<file path="src/rtl/btn_pkg.sv">
// rtl/btn_pkg.sv - shared types and constants for the button press classifier
package btn_pkg;

    localparam int CNT_W      = 28;
    localparam int SYNC_DEPTH = 2;

    typedef enum logic [1:0] {
        ST_IDLE     = 2'd0,
        ST_HELD     = 2'd1,
        ST_LONG     = 2'd2,
        ST_WAIT_REL = 2'd3
    } btn_state_e;

    function automatic logic [CNT_W-1:0] sat_inc(input logic [CNT_W-1:0] v);
        return (v == {CNT_W{1'b1}}) ? v : v + 1'b1;
    endfunction

endpackage

</file>
<file path="src/rtl/button_press_classifier_if.sv">
// rtl/button_press_classifier_if.sv - raw buttons in, debounced levels and press events out
interface button_press_classifier_if;

    logic btn0;
    logic btn1;
    logic b0short;
    logic b1short;
    logic b0long;
    logic b1long;
    logic b0_db;
    logic b1_db;

    modport master (
        output btn0, btn1,
        input  b0short, b1short, b0long, b1long, b0_db, b1_db
    );

    modport slave (
        input  btn0, btn1,
        output b0short, b1short, b0long, b1long, b0_db, b1_db
    );

endinterface

</file>
<file path="src/rtl/btn_channel.sv">
// rtl/btn_channel.sv - one button: synchronizer, debounce, press FSM, short output
// BTN_SHORT_STRETCH_EN stretches each short event to STRETCH_CYCLES cycles.
module btn_channel
    import btn_pkg::*;
#(
    parameter int DEBOUNCE_CYCLES = 1_000_000,
    parameter int LONG_CYCLES     = 100_000_000,
    parameter int STRETCH_CYCLES  = 100_000_000
) (
    input  logic clk,
    input  logic rst,
    input  logic i_btn,
    output logic o_short,
    output logic o_long,
    output logic o_db
);

    localparam int                DB_W      = $clog2(DEBOUNCE_CYCLES + 1);
    localparam logic [DB_W-1:0]   DB_LAST   = DB_W'(DEBOUNCE_CYCLES);
    localparam logic [CNT_W-1:0]  LONG_LAST = CNT_W'(LONG_CYCLES - 1);
    localparam int                WARM_W    = $clog2(SYNC_DEPTH + 1);
    localparam logic [WARM_W-1:0] WARM_DONE = WARM_W'(SYNC_DEPTH);

    logic [SYNC_DEPTH-1:0] r_sync;
    logic [DB_W-1:0]       r_db_cnt;
    logic                  r_db;
    logic [WARM_W-1:0]     r_warm;
    logic                  r_armed;
    btn_state_e            r_state;
    logic [CNT_W-1:0]      r_hold_cnt;
    logic                  r_long;
    logic                  r_short;

    logic w_s;
    logic w_db_next;
    logic w_short_evt;

    assign w_s = r_sync[SYNC_DEPTH-1];

    always_ff @(posedge clk) begin
        if (rst) begin
            r_sync <= '0;
        end else begin
            r_sync <= {r_sync[SYNC_DEPTH-2:0], i_btn};
        end
    end

    // The FSM reacts on the same edge the debounced level updates.
    assign w_db_next = ((w_s != r_db) && (r_db_cnt == DB_LAST)) ? w_s : r_db;

    always_ff @(posedge clk) begin
        if (rst) begin
            r_db_cnt <= '0;
            r_db     <= 1'b0;
        end else if (w_s == r_db) begin
            r_db_cnt <= '0;
        end else if (r_db_cnt == DB_LAST) begin
            r_db     <= w_s;
            r_db_cnt <= '0;
        end else begin
            r_db_cnt <= r_db_cnt + 1'b1;
        end
    end

    // Arm only once a released sample has come through the synchronizer after reset,
    // so a button held through reset is routed to WAIT_REL instead of HELD.
    always_ff @(posedge clk) begin
        if (rst) begin
            r_warm  <= '0;
            r_armed <= 1'b0;
        end else if (r_warm != WARM_DONE) begin
            r_warm <= r_warm + 1'b1;
        end else if (!w_s) begin
            r_armed <= 1'b1;
        end
    end

    assign w_short_evt = (r_state == ST_HELD) && (r_hold_cnt != LONG_LAST) && !w_db_next;

    always_ff @(posedge clk) begin
        if (rst) begin
            r_state    <= ST_IDLE;
            r_hold_cnt <= '0;
            r_long     <= 1'b0;
        end else begin
            case (r_state)
                ST_IDLE: begin
                    if (w_db_next) begin
                        r_hold_cnt <= '0;
                        r_state    <= r_armed ? ST_HELD : ST_WAIT_REL;
                    end
                end
                ST_HELD: begin
                    // Reaching the long threshold wins even if the level drops on this edge.
                    if (r_hold_cnt == LONG_LAST) begin
                        r_state    <= ST_LONG;
                        r_long     <= 1'b1;
                        r_hold_cnt <= sat_inc(r_hold_cnt);
                    end else if (!w_db_next) begin
                        r_state <= ST_IDLE;
                    end else begin
                        r_hold_cnt <= sat_inc(r_hold_cnt);
                    end
                end
                ST_LONG: begin
                    if (!w_db_next) begin
                        r_state <= ST_IDLE;
                        r_long  <= 1'b0;
                    end else begin
                        r_hold_cnt <= sat_inc(r_hold_cnt);
                    end
                end
                ST_WAIT_REL: begin
                    if (!w_db_next) begin
                        r_state <= ST_IDLE;
                    end
                end
                default: begin
                    r_state <= ST_IDLE;
                    r_long  <= 1'b0;
                end
            endcase
        end
    end

`ifdef BTN_SHORT_STRETCH_EN
    localparam logic [CNT_W-1:0] STR_LAST = CNT_W'(STRETCH_CYCLES - 1);

    logic [CNT_W-1:0] r_str_cnt;

    always_ff @(posedge clk) begin
        if (rst) begin
            r_short   <= 1'b0;
            r_str_cnt <= '0;
        end else if (w_short_evt) begin
            r_short   <= 1'b1;
            r_str_cnt <= STR_LAST;
        end else if (r_str_cnt != '0) begin
            r_str_cnt <= r_str_cnt - 1'b1;
        end else begin
            r_short <= 1'b0;
        end
    end
`else
    always_ff @(posedge clk) begin
        if (rst) begin
            r_short <= 1'b0;
        end else begin
            r_short <= w_short_evt;
        end
    end
`endif

    assign o_short = r_short;
    assign o_long  = r_long;
    assign o_db    = r_db;

endmodule

</file>
<file path="src/rtl/button_press_classifier.sv">
// rtl/button_press_classifier.sv - two independent button channels (short/long press)
// BTN_SHORT_STRETCH_EN stretches each short event to STRETCH_CYCLES cycles.
module button_press_classifier
    import btn_pkg::*;
#(
    parameter int DEBOUNCE_CYCLES = 1_000_000,
    parameter int LONG_CYCLES     = 100_000_000,
    parameter int STRETCH_CYCLES  = 100_000_000
) (
    input logic                        clk,
    input logic                        rst,
    button_press_classifier_if.slave   bus
);

    btn_channel #(
        .DEBOUNCE_CYCLES (DEBOUNCE_CYCLES),
        .LONG_CYCLES     (LONG_CYCLES),
        .STRETCH_CYCLES  (STRETCH_CYCLES)
    ) u_ch0 (
        .clk     (clk),
        .rst     (rst),
        .i_btn   (bus.btn0),
        .o_short (bus.b0short),
        .o_long  (bus.b0long),
        .o_db    (bus.b0_db)
    );

    btn_channel #(
        .DEBOUNCE_CYCLES (DEBOUNCE_CYCLES),
        .LONG_CYCLES     (LONG_CYCLES),
        .STRETCH_CYCLES  (STRETCH_CYCLES)
    ) u_ch1 (
        .clk     (clk),
        .rst     (rst),
        .i_btn   (bus.btn1),
        .o_short (bus.b1short),
        .o_long  (bus.b1long),
        .o_db    (bus.b1_db)
    );

endmodule
</file>
<file path="src/flat_wrapper.sv">
// flat-port wrapper written by rule: the top's interface ports become plain ports
module button_press_classifier_flat import btn_pkg::*;
#(
    parameter int DEBOUNCE_CYCLES = 1_000_000,
    parameter int LONG_CYCLES     = 100_000_000,
    parameter int STRETCH_CYCLES  = 100_000_000
)
  (clk, rst, bus_btn0, bus_btn1, bus_b0short, bus_b1short, bus_b0long, bus_b1long, bus_b0_db, bus_b1_db);
  button_press_classifier_if bus_i ();
  input logic clk;
  input logic rst;
  input wire logic [$bits(bus_i.btn0)-1:0] bus_btn0;
  input wire logic [$bits(bus_i.btn1)-1:0] bus_btn1;
  output wire logic [$bits(bus_i.b0short)-1:0] bus_b0short;
  output wire logic [$bits(bus_i.b1short)-1:0] bus_b1short;
  output wire logic [$bits(bus_i.b0long)-1:0] bus_b0long;
  output wire logic [$bits(bus_i.b1long)-1:0] bus_b1long;
  output wire logic [$bits(bus_i.b0_db)-1:0] bus_b0_db;
  output wire logic [$bits(bus_i.b1_db)-1:0] bus_b1_db;
  assign bus_i.btn0 = bus_btn0;
  assign bus_i.btn1 = bus_btn1;
  assign bus_b0short = bus_i.b0short;
  assign bus_b1short = bus_i.b1short;
  assign bus_b0long = bus_i.b0long;
  assign bus_b1long = bus_i.b1long;
  assign bus_b0_db = bus_i.b0_db;
  assign bus_b1_db = bus_i.b1_db;
  button_press_classifier #(.DEBOUNCE_CYCLES(DEBOUNCE_CYCLES), .LONG_CYCLES(LONG_CYCLES), .STRETCH_CYCLES(STRETCH_CYCLES)) u_core (.clk(clk), .rst(rst), .bus(bus_i));
endmodule
</file>
<file path="config.mk">
export PLATFORM = sky130hd
export DESIGN_NAME = button_press_classifier_flat
export DESIGN_NICKNAME = d
export VERILOG_FILES = /design/src/rtl/btn_pkg.sv /design/src/rtl/button_press_classifier_if.sv /design/src/rtl/btn_channel.sv /design/src/rtl/button_press_classifier.sv /design/src/flat_wrapper.sv
export SDC_FILE = /design/constraint.sdc
export NUM_CORES = 1
export LEC_CHECK = 0
export CELL_PAD_IN_SITES_DETAIL_PLACEMENT = 1
export CELL_PAD_IN_SITES_GLOBAL_PLACEMENT = 1
export CORE_MARGIN = 5
export CORE_UTILIZATION = 25
export DETAILED_ROUTE_END_ITERATION = 6
export MAX_ROUTING_LAYER = met4
export PLACE_DENSITY_LB_ADDON = 0.05
export SETUP_SLACK_MARGIN = 0.3
export SYNTH_ARGS = -nofsm -noshare
export SYNTH_HDL_FRONTEND = slang
export SYNTH_HIERARCHICAL = 1
export SYNTH_SLANG_ARGS = --single-unit
</file>
<file path="constraint.sdc">
create_clock -name clk -period 4.39 [get_ports clk]
set_input_delay 0.6585 -clock clk [delete_from_list [all_inputs] [get_ports clk]]
set_output_delay 0.6585 -clock clk [all_outputs]
set_load 0.01 [all_outputs]
</file>
==> results.json <==
{
  "clock_path_buffers": 2,
  "arrival_ns": 3.14,
  "cts_resized": 0,
  "ff2ff_setup_slack_ns": 1.53,
  "post_cts_buffers": 0,
  "cts_tree": "yes",
  "final_max_slew_viol_count": 0,
  "worstMarginPinSlew_ns": 0.981,
  "p_leak_nw": 2.32,
  "rows": 58,
  "clockRootBuffer": "clkbuf_16",
  "seq_area_frac_synth_pct": 37.1,
  "power_density_nw_per_um2": 469,
  "cp-end-kind": "register",
  "comb_power_share_pct": 25.2,
  "r2r_cells": 8,
  "fin_nets": 797,
  "cts_buffers": 17,
  "netlist_instances": 760,
  "slew_headroom_pct": 34.1,
  "cts_max_level": 4,
  "via_count": 5938,
  "avgSynthCellArea_um2": 8.24,
  "fin_tns_setup_ns": 0,
  "min_from": "u_core/u_ch1/r_sync[0]$_SDFF_PP0_",
  "finalSetupViolCount": 0,
  "syn_to_final_growth_pct": 17.7,
  "grt.total_usage_pct": 15.1,
  "routed_wl_mm": 20.6,
  "synth_top_family_by_area": "simple AND/OR/NAND/NOR gates",
  "sw_frac_of_total_pct": 33.1,
  "fin_ws_ns": 1.53,
  "clock_skew_ns": 0.0115,
  "pre_cts_ws_ns": 1.21,
  "yosys_warnings": 6,
  "p_sw_mw": 1.14,
  "peakVddDrop_uv": 186,
  "synth_seq_cells": 116,
  "yosysUniqueCellTypes": 72,
  "grt-ovfl-total": 0,
  "finalHoldViolations": 0,
  "synth_edf_count": 0,
  "async_flop_share_pct": 0,
  "drt_iter0_markers": 270,
  "syn-num-nets": 782,
  "hold_buffers": 0,
  "dp_hpwl_mm": 14.8,
  "dp_cells": 1086,
  "vias_per_cell": 5.32,
  "drtPass1Iterations": 4,
  "drive_above_1_share_pct": 8.26,
  "drt-wirelength-per-cell_um": 18.5,
  "min_path_type": "register to register",
  "antenna_left": 0,
  "p_total_mw": 3.45,
  "synthSimpleGateAreaFrac_pct": 30.2,
  "hold_ws_ns": 0.445,
  "clkLatencyLatePin_ns": 0.42,
  "startpoint": "u_core/u_ch0/r_db_cnt[0]$_SDFF_PP0_",
  "pwr-share-seq_pct": 32.9,
  "diodes": 0,
  "cts.reportedPaths.clkPinSlew_ns": 0.05,
  "ios": 10,
  "r2r-end": "u_core/u_ch0/r_hold_cnt[26]$_SDFFE_PP0P_",
  "r2r_start": "u_core/u_ch0/r_db_cnt[0]$_SDFF_PP0_",
  "grt_max_degree": 25,
  "route.detailed.drc": 0,
  "rsz0062_at_grt": "no",
  "antenna_found_initial": 0,
  "cellInternalPower_mw": 2.31,
  "muxShareOfSynthArea_pct": 0.640,
  "core_um2": 24900,
  "synth_xor_area_share_pct": 4.76,
  "synth_ff_type": "dfxtp_1",
  "grt_pass1_vias": 6148,
  "place.gp.congestion": 0.788,
  "finalNonFillerCells": 1117,
  "design_area_um2": 7370,
  "syn_area_um2": 6260,
  "fin_crit_ns": 2.86,
  "die-area_um2": 28300,
  "post-route-util_pct": 29.6,
  "endpoint": "u_core/u_ch0/r_hold_cnt[26]$_SDFFE_PP0P_",
  "crit_type": "register to register",
  "worstPathRequired_ns": 4.68,
  "cp-start-kind": "register",
  "clock.fmax_mhz": 350,
  "drv_cap": 0,
  "numClockSinks": 116,
  "die_w_um": 168,
  "synth_fa_ha_area_share_pct": 3.60,
  "synth_compound_area_share_pct": 19.9,
  "crit_fanout": 15,
  "postPlaceCellArea_um2": 6770,
  "start_util_pct": 25.1,
  "period_share_pct": 65.0,
  "io_buffers": 9,
  "status": "completed",
  "grt_first_pass_wirelength_mm": 33.5,
  "p_clk_share_pct": 41.9,
  "die_h_um": 168
}
cell usage in the layout, fill, tap and decap left out, types with 5 or more instances in the layout:
cell type        instances
o211ai_1                 6
nor3_1                  29
o311ai_0                 6
a311oi_1                 5
or3_1                   29
nand4_1                 28
nor2b_1                  7
xor2_1                  25
nand4b_1                 5
and4_1                  12
buf_4                   14
o31ai_1                 27
and3_1                  20
nand3_1                 41
nor4_1                  11
a21oi_1                 48
inv_1                   28
o21ai_0                 23
xnor2_1                  9
or2_2                    7
nor2_1                  75
a211oi_1                 7
nand2_1                 55
ha_1                    18
clkdlybuf4s50_1          9
dfxtp_1                116
a31oi_1                 15
clkbuf_16               17
o41ai_1                  6
cell type report:
type	count	area, um2
tap	330	413
multi-input combinational	589	3730
timing repair buffer	23	195
clock buffer	22	474
inverter	28	105
fill	2908	17500
sequential	116	2320
clock inverter	9	128
worst min path at each step:
stage                                        endpoint  slack (ns)  depth (start not counted)
floorplan           u_core/u_ch0/r_sync[1]$_SDFF_PP0_        0.41                          1
global placement    u_core/u_ch1/r_sync[1]$_SDFF_PP0_        0.43                          1
detailed placement  u_core/u_ch1/r_sync[1]$_SDFF_PP0_        0.43                          1
CTS                 u_core/u_ch1/r_sync[1]$_SDFF_PP0_        0.45                          1
global route        u_core/u_ch1/r_sync[1]$_SDFF_PP0_        0.46                          1
finish              u_core/u_ch1/r_sync[1]$_SDFF_PP0_        0.45                          1
sequential cells by signal, summed over array words and instances (netlist names), 2 cells and up:
signal,count
u_core/u_ch0/r_sync,2
u_core/u_ch1/r_warm,2
u_core/u_ch1/r_hold_cnt,28
u_core/u_ch0/r_state,2
u_core/u_ch0/r_hold_cnt,28
u_core/u_ch1/r_db_cnt,20
u_core/u_ch0/r_warm,2
u_core/u_ch0/r_db_cnt,20
u_core/u_ch1/r_sync,2
u_core/u_ch1/r_state,2
Yosys cell counts (7+ instances only):
cell,count,area [um2]
o21ai_0,23,115
nand2_1,55,206
o31ai_1,29,218
a31oi_1,15,93.8
a21oi_1,48,240
and4_1,12,105
nor3_1,29,145
buf_2,11,55.1
nor2_1,75,282
xor2_1,25,219
xnor2_1,9,78.8
clkbuf_1,13,48.8
and3_1,20,125
or3_1,29,181
a211oi_1,8,60.1
or2_2,7,43.8
nand4_1,28,175
nor2b_1,7,43.8
ha_1,18,225
nand3_1,41,205
dfxtp_1,116,2320
inv_1,28,105
nor4_1,12,75.1
power by group through the flow:
| stage | Sequential (mW) | Combinational (mW) | Clock (mW) |
|---|---|---|---|
| 6_report | 1.14 | 0.869 | 1.45 |
| 2_1_floorplan | 1.15 | 0.552 | 0 |
| 3_5_place_dp | 1.16 | 0.876 | 0 |
| 5_1_grt | 1.14 | 0.958 | 1.54 |
| 3_3_place_gp | 1.16 | 0.861 | 0 |
| 4_1_cts | 1.14 | 0.878 | 1.50 |
routing by layer:
layer / up-vias / wire length, um / share of wire [%] / global-route usage [%]
met2: 70 / 10200 / 50 / 25.1
met3: 28 / 457 / 2.2 / 2.70
li1: 2900 / - / - / -
met1: 2940 / 9500 / 46 / 18.5
met4: 0 / 440 / 2.1 / 4.98
met5: - / 0 / 0 / -
kinds of logic after synthesis:
| kind of cell | count (synthesis) |
|---|---|
| xor gates and xnor gates | 34 |
| muxes | 4 |
| and+or+nand+nor | 350 |
| AOI/OAI and AO/OA | 183 |
| adders and majority gates | 18 |
| buffers and inverters | 55 |
| DFF | 116 |
critical path, cell delays in order, from the launching register on:
cell and delay [ns]:
dfxtp_1 0.35, inv_1 0.07, ha_1 0.13, nor4b_1 0.44
nand3_1 0.16, or2_2 0.42, a41oi_2 0.78, buf_4 0.31
a21oi_1 0.05
Note: power is estimated with default switching activity, not from simulation.
==> RTL edit: new RTL, config.mk and constraints unchanged <==
Re-encode `btn_state_e` (4 states) as one-hot, 4 bits wide.
--- a/src/rtl/btn_pkg.sv
+++ b/src/rtl/btn_pkg.sv
@@ -6,7 +6,7 @@
 
-    typedef enum logic [1:0] {
-        ST_IDLE     = 2'd0,
-        ST_HELD     = 2'd1,
-        ST_LONG     = 2'd2,
-        ST_WAIT_REL = 2'd3
+    typedef enum logic [3:0] {
+        ST_IDLE     = 4'b0001,
+        ST_HELD     = 4'b0010,
+        ST_LONG     = 4'b0100,
+        ST_WAIT_REL = 4'b1000
     } btn_state_e;
Function: same outputs for any inputs over 10 cycles, from zero or initial values and one cycle with rst high; not proved beyond that.
==> RTL edit against the original RTL <==
Wire length shrank 7.7%. Sequential cell count up 4. Setup slack got worse by 0.11 ns. Cell count up 0.54%. Hold slack better by 0.011 ns. Count of clock-buffer cells in the layout is 5 lower. Area after synthesis grew 3.3%. Non-clock buffer count fell by 6. Cell area increased by 0.14%. Critical endpoint is now u_core/u_ch1/r_hold_cnt[22]$_SDFFE_PP0P_. Highest routed layer unchanged.
Power is not compared: it rests on default switching activity, and its combinational part moved more than twofold at a synthesized area within 25%.
==> RTL edit: results <==
[status]
status = finished clean

[drt]
drt_iter0_markers = 200
drt-total-wl_um = 19000
wl_per_cell_um = 17.0

[global_route]
met3_usage_pct = 2.77
grt_pass1_wl_um = 32000
grt_use_total_pct = 14.0
grt_pass1_vias = 6073
use_met2_pct = 22.9

[power_and_ir_drop]
switchingPower_uw = 640
p_leak_uw = 0.00216

[placement]
place_congestion = 0.781
place_inst = 1092
post-dp-hpwl_um = 13200
io_buffers = 9

[synth]
syn_area_per_cell_um2 = 8.28
ys_seq_area_share_pct = 37.1
synth.net_count = 793
synth_commonest_cells = 120 x dfxtp_1, 92 x nor2_1, 81 x nand2_1, 45 x a21oi_1, 43 x nand3_1

[setup_path]
crit_fanout = 21
r2r_slack_ns = 1.42
cp.arrival_ns = 3.30
cpPeakStageDelay_ns = 0.48
cp_slowest_cell = nor4_4
r2r_end = u_core/u_ch1/r_hold_cnt[22]$_SDFFE_PP0P_
r2r-start = u_core/u_ch1/r_hold_cnt[1]$_SDFFE_PP0P_

[clock_tree]
cts_setup_buffers = 0
root_buffer = clkbuf_16

[timing]
fin_worst_skew_ns = 0.0136
relSlewSlack_pct = 41.5

[cells_and_area]
num-fill-cells = 2973
drive_gt1_share_pct = 10.7
==> RTL edit: cells by family after synthesis <==
| family | count (synthesis) | share of synthesized area, % |
|---|---|---|
| fa+ha+maj | 8 | 1.55 |
| xor+xnor | 39 | 5.28 |
| simple gates | 367 | 29.7 |
| compound gates | 185 | 20.4 |
| mux | 4 | 0.658 |
| flops | 120 | 37.1 |
| buf+inv | 58 | 5.20 |
==> RTL edit: cell type report <==
class                      count  area share, %
timing repair buffer          17           1.97
sequential                   120           32.6
clock buffer                  17           5.77
multi-input combinational    603           50.6
inverter                      22           1.12
clock inverter                14           2.39
tap                          330           5.60
==> RTL edit: worst max-delay path by stage <==
stage / end / startpoint
after floorplan: u_core/u_ch1/r_hold_cnt[10]$_SDFFE_PP0P_ / u_core/u_ch1/r_db_cnt[0]$_SDFF_PP0_
after CTS: u_core/u_ch1/r_state[2]$_SDFFE_PP0P_ / u_core/u_ch1/r_db_cnt[0]$_SDFF_PP0_
after detailed placement: u_core/u_ch1/r_state[2]$_SDFFE_PP0P_ / u_core/u_ch1/r_db_cnt[0]$_SDFF_PP0_
final: u_core/u_ch1/r_hold_cnt[22]$_SDFFE_PP0P_ / u_core/u_ch1/r_hold_cnt[1]$_SDFFE_PP0P_
after global placement: u_core/u_ch1/r_hold_cnt[13]$_SDFFE_PP0P_ / u_core/u_ch1/r_db_cnt[0]$_SDFF_PP0_
after global routing: u_core/u_ch1/r_hold_cnt[22]$_SDFFE_PP0P_ / u_core/u_ch1/r_db_cnt[0]$_SDFF_PP0_
==> RTL edit: power groups by stage <==
| stage | sequential (uW) | clock, uW | combinational [uW] |
|---|---|---|---|
| 2_1_floorplan | 1150 | 0 | 87.7 |
| 6_report | 1130 | 1450 | 111 |
| 5_1_grt | 1140 | 1550 | 129 |
| 3_3_place_gp | 1160 | 0 | 104 |
| 4_1_cts | 1130 | 1510 | 114 |
| 3_5_place_dp | 1160 | 0 | 113 |
==> RTL edit: stage by stage <==
stage / utilization [%] / power [uW] / hold slack [ns] / instance area (um2) / setup WS, ns
6_report: 29.1 / 2690 / 0.456 / 7380 / 1.42
5_1_grt: 29.1 / 2820 / 0.469 / 7380 / 1.13
4_1_cts: 29.1 / 2760 / 0.461 / 7380 / 1.36
3_5_place_dp: 26.8 / 1270 / 0.450 / 6780 / 1.37
3_3_place_gp: 26.8 / 1260 / 0.446 / 6780 / 1.47
2_1_floorplan: - / 1240 / 0.414 / 6470 / 1.88
==> RTL edit: metal layers <==
metal / share of wire, % / wire length [um] / up-vias
li1: - / - / 2876
met1: 48 / 9190 / 2901
met2: 49 / 9270 / 40
met3: 2.1 / 393 / 12
met4: 0.98 / 186 / 0
met5: 0 / 0 / -
